**config.mk**
```make
export PLATFORM = sky130hd
export DESIGN_NAME = fir_load_master
export DESIGN_NICKNAME = d
export VERILOG_FILES = /design/src/rtl/fir_pkg.sv /design/src/rtl/fir_load_reg.sv /design/src/rtl/fir_load_master.sv
export SDC_FILE = /design/constraint.sdc
export NUM_CORES = 1
export LEC_CHECK = 0
export CAP_MARGIN = 30
export CORE_MARGIN = 5
export CORE_UTILIZATION = 60
export DETAILED_ROUTE_END_ITERATION = 10
export DONT_BUFFER_PORTS = 1
export PLACE_DENSITY = 0.74
export SETUP_SLACK_MARGIN = 0.15
export SLEW_MARGIN = 20
export SYNTH_ARGS = -nofsm -noshare
export SYNTH_HDL_FRONTEND = slang
export SYNTH_HIERARCHICAL = 1
export SYNTH_SLANG_ARGS = --single-unit
```
**constraint.sdc**
```tcl
create_clock -name clk -period 3 [get_ports clk]
set_input_delay 0.6 -clock clk [delete_from_list [all_inputs] [get_ports clk]]
set_output_delay 0.6 -clock clk [all_outputs]
set_load 0.1 [all_outputs]
```
**src/rtl/fir_pkg.sv**
```systemverilog
// Shared FIR definitions: default sizes and the load FSM state encoding.
// Used by the FIR core and its load master.
package fir_pkg;

   localparam int NCOEF_DEF  = 64;
   localparam int ADDR_W_DEF = 14;
   localparam int DATA_W_DEF = 16;

   typedef enum logic [1:0] {
      IDLE = 2'd0,
      COEF = 2'd1,
      DATA = 2'd2,
      FIN  = 2'd3
   } fir_state_e;

endpackage

```
**src/rtl/fir_load_reg.sv**
```systemverilog
// FIR-side output register stage: write strobes, address and data.
// addr/din hold their last value between strobes.
module fir_load_reg
   import fir_pkg::*;
#(
   parameter int ADDR_W = ADDR_W_DEF,
   parameter int DATA_W = DATA_W_DEF
) (
   input  logic              clk,
   input  logic              rstn,
   input  logic              wr_c,
   input  logic              wr_d,
   input  logic [ADDR_W-1:0] waddr,
   input  logic [DATA_W-1:0] wdata,
   output logic              cload,
   output logic              dload,
   output logic [ADDR_W-1:0] addr,
   output logic [DATA_W-1:0] din
);

   always_ff @(posedge clk or negedge rstn) begin
      if (!rstn) begin
         cload <= 1'b0;
         dload <= 1'b0;
         addr  <= '0;
         din   <= '0;
      end else begin
         cload <= wr_c;
         dload <= wr_d;
         if (wr_c || wr_d) begin
            addr <= waddr;
            din  <= wdata;
         end
      end
   end

endmodule

```
**src/rtl/fir_load_master.sv**
```systemverilog
// Streams NCOEF coefficients then ndata samples from a valid/ready
// source into the FIR core's coefficient and data write ports.
module fir_load_master
   import fir_pkg::*;
#(
   parameter int NCOEF  = NCOEF_DEF,
   parameter int ADDR_W = ADDR_W_DEF,
   parameter int DATA_W = DATA_W_DEF
) (
   input  logic              clk,
   input  logic              rstn,
   input  logic              start,
   input  logic              abort,
   input  logic [ADDR_W-1:0] ndata,
   input  logic              s_valid,
   input  logic [DATA_W-1:0] s_data,
   output logic              s_ready,
   output logic              cload,
   output logic              dload,
   output logic [ADDR_W-1:0] addr,
   output logic [DATA_W-1:0] din,
   output logic              busy,
   output logic              done
);

   localparam logic [ADDR_W-1:0] LAST_COEF = ADDR_W'(NCOEF - 1);
   localparam logic [ADDR_W-1:0] ONE       = ADDR_W'(1);

   fir_state_e        state_q, state_d;
   logic [ADDR_W-1:0] cnt_q, cnt_d;
   logic [ADDR_W-1:0] nd_q, nd_d;
   logic              xfer;

   // s_ready depends on registered state only
   assign s_ready = (state_q == COEF) || (state_q == DATA);
   assign xfer    = s_valid && s_ready;
   assign busy    = (state_q != IDLE);
   assign done    = (state_q == FIN);

   always_ff @(posedge clk or negedge rstn) begin
      if (!rstn) begin
         state_q <= IDLE;
         cnt_q   <= '0;
         nd_q    <= '0;
      end else begin
         state_q <= state_d;
         cnt_q   <= cnt_d;
         nd_q    <= nd_d;
      end
   end

   always_comb begin
      state_d = state_q;
      cnt_d   = cnt_q;
      nd_d    = nd_q;
      unique case (state_q)
         IDLE: begin
            if (start) begin
               state_d = COEF;
               cnt_d   = '0;
               nd_d    = ndata;
            end
         end
         COEF: begin
            if (xfer) begin
               if (cnt_q == LAST_COEF) begin
                  cnt_d   = '0;
                  state_d = (nd_q != '0) ? DATA : FIN;
               end else begin
                  cnt_d = cnt_q + ONE;
               end
            end
            if (abort) begin
               state_d = IDLE;
               cnt_d   = '0;
            end
         end
         DATA: begin
            // nd_q is nonzero whenever DATA is entered
            if (xfer) begin
               if (cnt_q == nd_q - ONE) begin
                  cnt_d   = '0;
                  state_d = FIN;
               end else begin
                  cnt_d = cnt_q + ONE;
               end
            end
            if (abort) begin
               state_d = IDLE;
               cnt_d   = '0;
            end
         end
         FIN: begin
            state_d = IDLE;
         end
         default: begin
            state_d = IDLE;
         end
      endcase
   end

   fir_load_reg #(
      .ADDR_W (ADDR_W),
      .DATA_W (DATA_W)
   ) u_reg (
      .clk   (clk),
      .rstn  (rstn),
      .wr_c  (xfer && (state_q == COEF)),
      .wr_d  (xfer && (state_q == DATA)),
      .waddr (cnt_q),
      .wdata (s_data),
      .cload (cload),
      .dload (dload),
      .addr  (addr),
      .din   (din)
   );

endmodule

```
## Yosys cells after proc, flatten, opt, wreduce, memory -nomap -nowiden

Index checks and enable logic that the tools add are counted.

| operators by class | value |
|---|---|
| multiplexer cells | 17 |
| reductions and logical operators | 12 |
| $add $sub $neg | 2 |
| equal/unequal tests | 10 |

Operators by type and width:

| cell | count |
|---|---|
| $mux 14 | 7 |
| $pmux 14 s3 | 1 |
| $add 14x1->14 const B | 1 |
| $eq 14x14->1 | 1 |
| $eq 14x6->1 const B | 1 |
| $mux 2 | 7 |
| $reduce_bool 14->1 | 1 |
| $sub 14x1->14 const B | 1 |
| $pmux 2 s4 | 1 |
| $ne 3x2->1 const B | 2 |
| $ne 3x3->1 const B | 2 |
| $reduce_and 5->1 | 1 |
| $eq 2x2->1 const B | 2 |
| $reduce_and 4->1 | 1 |
| $logic_and 1x1->1 | 3 |
| $reduce_bool 3->1 | 1 |
| $eq 2x1->1 const B | 1 |
| $logic_not 2->1 | 1 |
| $logic_or 1x1->1 | 2 |
| $ne 2x2->1 const B | 1 |
| $reduce_and 2->1 | 1 |
| $reduce_bool 2->1 | 1 |
| $mux 1 | 1 |

| storage, ports and cells | value |
|---|---|
| register bits | 62 |
| input port bits | 35 |
| output and inout port bits | 35 |
| word-level logic and storage cells | 48 |

## Longest topological paths before layout

Gate-level depths: netlist (run 1).

| logic depth | value |
|---|---|
| depth in word-level cells | 6 |
| depth in mapped cells | 11 |
| gate-level depth less buffers | 10 |

## Cells and area by module

The synthesis (run 1) kept the hierarchy.

Modules (own cells, without submodules):

| module | seq. area each (µm²) | instances | cells each | area each (µm²) |
|---|---|---|---|---|
| fir_load_master | 750.7 | 1 | 236 | 2208.4 |
| fir_load_reg | 800.8 | 1 | 66 | 1178.6 |

## Worst setup path before layout (run 1)

Ideal clock, no wire load.

| timing | value |
|---|---|
| path type | register to register |
| from | register state_q[0] |
| to | register cnt_q[5] |
| period minus slack after synthesis | 2.671 ns |
| setup time | 0.068 ns |
| path slack | 0.329 ns |
| path buffers | 1 |
| required time | 2.932 ns |
| stages on the path, launching flop included | 11 |
| data arrival time | 2.602 ns |
| cell sequence | dfrtp_1 inv_1 ha_1 and2_1 o32a_1 nor2b_1 nand2_1 o21ai_4 buf_6 nand3b_1 nand3_1 |

| on the way | value |
|---|---|
| cells in the longest elaborated chain, start to end | 5 |
| elaborated cells between the ends (all ways) | 11 |
| those cells by class | 5 x eq/ne; 1 x mux; 5 x reduce/logical |

RTL lines:

| item | line | text |
|---|---|---|
| start: declaration | fir_load_master.sv:29 | `fir_state_e state_q, state_d;` |
| start signal: assignment | fir_load_master.sv:46 | `state_q <= state_d;` |
| $eq 2x1->1 / $eq 2x2->1 (equally long branches) | fir_load_master.sv:35 | `assign s_ready = (state_q == COEF) \|\| (state_q == DATA);` |
| $logic_or 1x1->1 (*) | fir_load_master.sv:35 |  |
| net s_ready | fir_load_master.sv:17 | `output logic s_ready,` |
| $logic_and 1x1->1 (*) | fir_load_master.sv:36 | `assign xfer = s_valid && s_ready;` |
| $ne 3x3->1 (no source line) | n/a |  |
| $reduce_and 4->1 (no source line) (*) | n/a |  |
| end signal: assignment | fir_load_master.sv:47 | `cnt_q <= cnt_d;` |
| end: declaration | fir_load_master.sv:30 | `logic [ADDR_W-1:0] cnt_q, cnt_d;` |

Mark *: on every way through the listed nets, which the timed path passes. The rest lies on a longest branch.
A chain may end at the register's enable or synchronous reset.

## Final worst setup path (run 1)

| timing | value |
|---|---|
| from | register nd_q[0] |
| to | register cnt_q[4] |

| on the way | value |
|---|---|
| cells in the longest elaborated chain, start to end | 6 |

RTL lines:

| item | line | text |
|---|---|---|
| start: declaration | fir_load_master.sv:31 | `logic [ADDR_W-1:0] nd_q, nd_d;` |
| start signal: assignment | fir_load_master.sv:48 | `nd_q <= nd_d;` |
| $sub 14x1->14 | fir_load_master.sv:81 | `if (cnt_q == nd_q - ONE) begin` |
| $eq 14x14->1 | fir_load_master.sv:81 |  |
| $mux 14 | fir_load_master.sv:81 |  |
| $mux 14 | fir_load_master.sv:80 | `if (xfer) begin` |
| $mux 14 | fir_load_master.sv:88 | `if (abort) begin` |
| $pmux 14 s3 | fir_load_master.sv:56 | `unique case (state_q)` |

No other way between the ends. The select of a mux whose other input is x is not followed.

==> results of run 1 <==
==> final cells by class <==
class	count	area, µm²
Multi-Input combinational cell	214	1740
Inverter	12	45.0
Clock buffer	13	159
Clock inverter	3	42.5
Tap cell	72	90.1
Sequential cell	62	1550
Timing Repair Buffer	9	100
Fill cell	436	1780
==> power groups by stage <==
stage	combinational (mW)	sequential, mW	clock, mW
final	1.51	2.27	0.734
after floorplan	1.29	2.17	0
after detailed placement	1.38	2.29	0
after global placement	1.34	2.27	0
after global routing	1.64	2.31	0.797
after CTS	1.41	2.27	0.755
==> cell usage after synthesis, types with 2 or more instances <==
library cell  instances
o21ai_1               3
nor4_1                4
xnor2_1               7
buf_6                 6
clkbuf_1              3
and3_1                5
nand3b_1              8
mux2_1                4
and2_1                2
nand4_1               5
mux2_2               43
a21o_1                2
xor2_1                9
a22o_1                5
or3_1                 3
a311oi_1              2
nor3b_1               4
dfrtp_1              62
inv_1                12
nor2_1               16
ha_1                  8
a21oi_1               8
mux2i_1               2
nand2b_1              6
o21bai_1              2
or2_2                 3
nand3_1              16
a221oi_1              2
nor2b_1               3
buf_2                 3
nor3_1                4
nand2_1              17
==> repair_timing <==
action	4_1_cts	5_1_grt
pin swaps	1	6
endpoints found under the hold margin	62	0
buffers inserted	0	4
endpoints found under the setup margin	3	15
cloned	0	0
hold buffers	1	0
gates resized for setup	1	11
==> worst paths after layout <==
kind,from,cells after the start,slack [ns],to
setup / recovery,nd_q[0],10,0.31,cnt_q[4]
hold / removal,rstn,1,0.13,u_reg/addr[0]
setup reg to reg,nd_q[0],10,0.31,cnt_q[4]
hold reg to reg,nd_q[11],1,0.56,nd_q[11]
max in group asynchronous,rstn,1,2.62,nd_q[0]
min in group clk,ndata[1],1,0.40,nd_q[1]
==> kinds of logic (layout without fill, tap and decap cells) <==
family                   Yosys count  after routing
AO/OA/AOI/OAI                     36             36
AND/OR/NAND/NOR                  105            105
multiplexers                      49             49
XOR/XNOR                          16             16
adder cells (fa/ha/maj)            8              8
buffers and inverters             26             37
flip-flops                        62             62
==> state kept, by name (all words and copies together), names as in the netlist <==
register,count
cnt_q,14
u_reg/addr,14
u_reg/cload,1
nd_q,14
u_reg/din,16
state_q,2
u_reg/dload,1
==> through the flow <==
step / instances / worst slack, ns / util
floorplan: 302 / 0.329 / -
global placement: 364 / 0.275 / 0.618
detailed placement: 364 / 0.166 / 0.618
CTS: 381 / 0.126 / 0.661
global route: 385 / 0.164 / 0.676
finish: 385 / 0.308 / 0.676
==> routing by layer <==
metal,up-vias,share of wire,GRT usage
met5,-,0,0
met4,0,0.018,0.0978
met3,11,0.077,0.0553
met2,80,0.48,0.294
met1,1136,0.42,0.228
li1,1113,-,-
==> qor.csv, run 1 <==
stage,metric,value,unit
clocking,"Reg clk slew, reported paths",0.07,ns
synthesis,"area leader, netlist",dfrtp_1,
power_and_ir_drop,Seq pwr share,0.503,
layout,Final Cell Area,0.00372,mm²
clocking,Longest Clk Path Bufs,2,
drt,TritonRoute pass-1 iters,4,
sta,Rel. slew slack,0.390,
synthesis,sequential-to-total area share from yosys stat,0.458,
synthesis,"Cell Area, Synth",0.00339,mm²
sta,unrepaired setup endpoints after global routing,false,
clocking,CTS tree,built,
drt,WL final,6550,µm
synthesis,Mapped Avg Cell Area,11.2,µm²
power_and_ir_drop,Comb pwr share,0.334,
setup_path,crit path launch type,flop,
synthesis,Synth Area in XOR/XNOR,0.0414,
clocking,CTS root buffer,clkbuf_8,
layout,area grow syn2layout,9.97,%
placement,placed cell area,0.00340,mm²
setup_path,WS Path Type,flop to flop,
global_routing,global-route usage over all layers,0.186,
sta,worst-margin pin slew,0.916,ns
power_and_ir_drop,switching share of power,0.520,
setup_path,Crit. End Element,flop,
placement,DP HPWL,4640,µm
power_and_ir_drop,total power,4.52,mW
outcome,outcome,"complete, no violations",
synthesis,main combinational cell family by area after synthesis,simple AND/OR/NAND/NOR gates,
die,Starting Density,0.615,
drt,DR DRC count,0,
power_and_ir_drop,Peak VDD IR,702,µV
synthesis,largest cells by area after synthesis,"dfrtp_1 46%, mux2_2 14%, ha_1 3.0%, nand3_1 2.4%, xor2_1 2.3%",
global_routing,largest net degree at the start of global routing,63,
synthesis,post-synthesis compound-gate area fraction,0.0853,
synthesis,gate count of the mapped netlist,302,
die,core area,0.00551,mm²
power_and_ir_drop,Sw Pwr,2.35,mW
die,Die ar.,0.00725,mm²
sta,Final Hold Viols,0,
power_and_ir_drop,P per Cell Area,1210,mW/mm²
placement,I/O Buffers,0,
synthesis,Post-Synth Simple-Gate Area,0.180,
clocking,clock sinks,62,
die,row count,27,
setup_path,Critical path buffers and inverters,2,
die,chip width,85.1,µm
setup_path,WP data required,3.23,ns
synthesis,Synth Net Count,345,
min_path,Hold Crit Class,input port to asynchronous set/reset pin,
sta,period utilisation layout,0.897,
synthesis,Seq cells post-synth,62,
global_routing,antenna violations before repair,0,
die,chip height,85.1,µm
synthesis,Post-synth EDFFs,0,
synthesis,top_reg_cell synth,dfrtp_1,
layout,Final Net Count,351,
run,max cap viols,0,
clocking,"Clk Latency, worst-skew pair",0.34,ns
layout,"commonest non-fill, non-tap cell in the layout",dfrtp_1,
drt,drt wl/cell,17.0,µm
setup_path,WP data arrival,2.92,ns
power_and_ir_drop,leakage power,1.64,nW
global_routing,remaining global-route overflow,0,
sta,setup TNS,0,ns
setup_path,kind of cell adding the most delay to the critical path,compound AO/OA/AOI/OAI gates,
die,# IOs,70,
drt,DRT iter0 DRCs,139,
synthesis,proportion of synthesized area in mux cells,0.162,
sta,max-slew violations,0,
sta,Final Skew,0.00524,ns
global_routing,number of global-route vias before repair,2230,
power_and_ir_drop,Pint,2.17,mW
sta,Setup-failing EPs final,0,
power_and_ir_drop,Clock Power Share,0.163,
setup_path,Critical Path Fanout Max,18,
drt,DR vias,2340,
sta,fin crit period,2.69,ns
synthesis,count of cell types in the netlist,55,
clocking,CTS buffer count,9,
sta,Max Clk Rate,372,MHz
synthesis,Post-Synth Adder-Cell Area,0.0296,
layout,ANT cells,0,
drt,antenna-violating nets left,0,
setup_path,"Largest stage delay, worst path",0.49,ns
sta,Hold Slack,0.132,ns
drt,routed vias/inst,6.08,
global_routing,first-pass GRT wire length,10700,µm
synthesis,post-synthesis async set-or-reset flop share,1.00,
layout,layout cell share with drive strength beyond 1,0.281,
setup_path,crit path cell chain,inv_2 > ha_4 > or4b_4 > a2111oi_4 > nor2_2 > a221oi_2 > and4_4 > o21ai_4 > buf_12 > a221o_1,
layout,most frequent cells in the layout,"61 x dfrtp_1, 43 x mux2_2, 16 x nand2_1, 16 x nand3_1, 14 x nor2_1",
synthesis,Synth top area share,0.458,
placement,Final GP Congestion,0.889,
synthesis,Synth Warn #,6,
setup_path,crit path max-delay cell type,or4b_4,
clocking,H-tree depth,3,
No activity file was read; power rests on OpenSTA's default activity.
==> inputs of run 2 (changes only) <==
==> constraint.sdc (replaced) <==
create_clock -name clk -period 3 [get_ports clk]
set_input_delay 0.15 -clock clk [delete_from_list [all_inputs] [get_ports clk]]
set_output_delay 0.15 -clock clk [all_outputs]
set_load 0.1 [all_outputs]
==> run 2 against run 1 <==
Effect of this change:
- clock power increased by 15%
- routed wire length rose by 9.8%
- core utilization is 6.5 points higher
- die area unchanged
- largest power group unchanged
==> qor.csv, run 2 (synthesized netlist as in run 1, its figures left out) <==
stage,metric,value,unit,change
clocking,"Clk Latency, worst-skew pair",0.34,ns,about the same
global_routing,number of global-route vias before repair,2385,,+7.0%
drt,routed vias/inst,5.90,,-2.9%
clocking,Longest Clk Path Bufs,2,,unchanged
setup_path,crit path max-delay cell type,or4_4,,
die,Die ar.,0.00725,mm²,unchanged
layout,layout cell share with drive strength beyond 1,0.265,,-0.0160
layout,register area,0.00155,mm²,about the same
sta,unrepaired setup endpoints after global routing,true,,
clocking,H-tree depth,3,,unchanged
layout,"commonest non-fill, non-tap cell in the layout",dfrtp_1,,
clocking,CTS tree,built,,
global_routing,global-route usage over all layers,0.201,,+0.0148
sta,Rel. slew slack,0.351,,-0.0388
drt,drt wl/cell,17.2,µm,+0.90%
placement,DP HPWL,4660,µm,+0.61%
drt,antenna-violating nets left,0,,unchanged
die,Starting Density,0.615,,unchanged
clocking,clock sinks,62,,unchanged
layout,Final Net Count,385,,+9.7%
layout,most frequent cells in the layout,"60 x dfrtp_1, 43 x mux2_2, 32 x dlygate4sd3_1",,
setup_path,Critical Path Fanout Max,10,,-8
drt,DR vias,2473,,+5.7%
outcome,outcome,"complete, no violations",,
sta,fin crit period,2.70,ns,+0.00805 ns
die,chip width,85.1,µm,unchanged
sta,worst-margin pin slew,0.976,ns,+0.0607 ns
drt,DR DRC count,0,,unchanged
sta,setup TNS,0,ns,unchanged
global_routing,antenna violations before repair,0,,unchanged
sta,Max Clk Rate,370,MHz,-0.30%
die,chip height,85.1,µm,unchanged
min_path,Worst Hold End,u_reg/dload,,
drt,TritonRoute pass-1 iters,4,,unchanged
layout,area grow syn2layout,20.6,%,
global_routing,first-pass GRT wire length,11500,µm,+7.8%
sta,max-slew violations,0,,unchanged
sta,Final Skew,0.00885,ns,+0.00361 ns
sta,period utilisation layout,0.900,,+0.00268
power_and_ir_drop,Peak VDD IR,859,µV,+22%
clocking,CTS root buffer,clkbuf_8,,
die,row count,27,,unchanged
setup_path,Crit. End Element,flop,,
setup_path,WS Path Type,flop to flop,,
drt,DRT iter0 DRCs,119,,-14%
power_and_ir_drop,P per Cell Area,1150,mW/mm²,-5.4%
setup_path,FF-to-FF setup slack,0.30,ns,about the same
setup_path,crit path cell chain,nor3_4 > nand3_1 > o311a_1 > or4_4 > and4_4 > o21ai_4 > a21oi_1 > o21ai_1,,
setup_path,crit path launch type,flop,,
setup_path,RR Endpoint,cnt_q[10],,
clocking,CTS buffer count,9,,unchanged
setup_path,reg2reg path depth,8,,-2
min_path,Hold Crit Depth,1,,
drt,WL final,7190,µm,+9.8%
layout,max reg flops,16,,unchanged
setup_path,WP data required,3.26,ns,+0.03 ns
die,core area,0.00551,mm²,unchanged
run,max cap viols,0,,unchanged
layout,area taken by multi-input logic gates,0.00175,mm²,+0.72%
setup_path,Reg-to-Reg Start,nd_q[5],,
min_path,Hold Crit Class,input port to flop,,
setup_path,WP data arrival,2.96,ns,+0.04 ns
power_and_ir_drop,leakage power,1.79,nW,+9.6%
sta,Hold Slack,0.0260,ns,-0.106 ns
die,# IOs,70,,unchanged
setup_path,"Largest stage delay, worst path",0.52,ns,+0.03 ns
placement,Final GP Congestion,0.897,,+0.93%
min_path,Worst Hold Launch,s_valid,,
sta,Setup-failing EPs final,0,,unchanged
global_routing,largest net degree at the start of global routing,63,,unchanged
placement,I/O Buffers,0,,unchanged
layout,Filler Cell Count,379,,-13%
layout,Reg with most FFs,u_reg/din,,
sta,Final Hold Viols,0,,unchanged
clocking,"Reg clk slew, reported paths",0.07,ns,about the same
global_routing,remaining global-route overflow,0,,unchanged
layout,ANT cells,0,,unchanged
-- run 2: cell types whose count changed in the layout (fill, tap and decap cells not counted), sizes merged --
cell	delta
buf	+1
bufinv	+1
dlygate4sd3	+32
clkbuf	-2
clkinv	+1
o21ai	+1
-- run 2: power breakdown --
group | switching, mW | internal [mW] | leakage (nW)
Sequential | 1.22 | 1.06 | 0.792
Clock | 0.331 | 0.513 | 0.116
Combinational | 0.851 | 0.708 | 0.884
-- run 2: timing repair --
item                                    4_1_cts  5_1_grt
endpoints found under the hold margin        93        0
endpoints found under the setup margin        2       14
hold buffers                                 33        0
cloned                                        0        1
resized for setup                             2       11
pin swaps                                     0        8
setup buffers                                 0        6
-- run 2: worst max-delay path: cells and delay by family (launching register included) --
| family | cells | cell delay, ns |
|---|---|---|
| DFF | 1 | 0.49 |
| AOI/OAI and AO/OA | 4 | 0.93 |
| and+or+nand+nor | 4 | 1.20 |
-- run 2: metrics by stage --
stage	utilization	cells	area, µm²	total power [mW]	worst slack (ns)
finish	0.742	419	4090	4.69	0.300
global route	0.742	419	4090	4.91	0.124
CTS	0.723	412	3980	4.57	0.168
detailed placement	0.617	363	3400	3.67	0.151
global placement	0.617	363	3400	3.62	0.272
floorplan	-	302	3390	3.46	0.329
-- run 2: metal layers --
metal,wire length (µm),track usage,up-vias
li1,-,-,1177
met1,3160,0.261,1207
met2,3400,0.312,77
met3,502,0.0563,12
met4,125,0.0892,0
met5,0,0,-
-- run 2: layout make-up --
type,instances,share of cell area
Inverter,12,0.0110
Clock buffer,11,0.0371
Multi-Input combinational cell,215,0.428
Clock inverter,5,0.0199
Sequential cell,62,0.380
Timing Repair Buffer,42,0.102
Tap cell,72,0.0221
-- run 2: how the worst max path moves through the flow --
stage	cells past startpoint	from	to
2_1_floorplan	10	state_q[0]	cnt_q[5]
3_3_place_gp	10	nd_q[0]	state_q[1]
3_5_place_dp	10	nd_q[0]	state_q[0]
4_1_cts	10	nd_q[0]	state_q[0]
5_1_grt	8	nd_q[8]	cnt_q[10]
6_report	8	nd_q[5]	cnt_q[10]
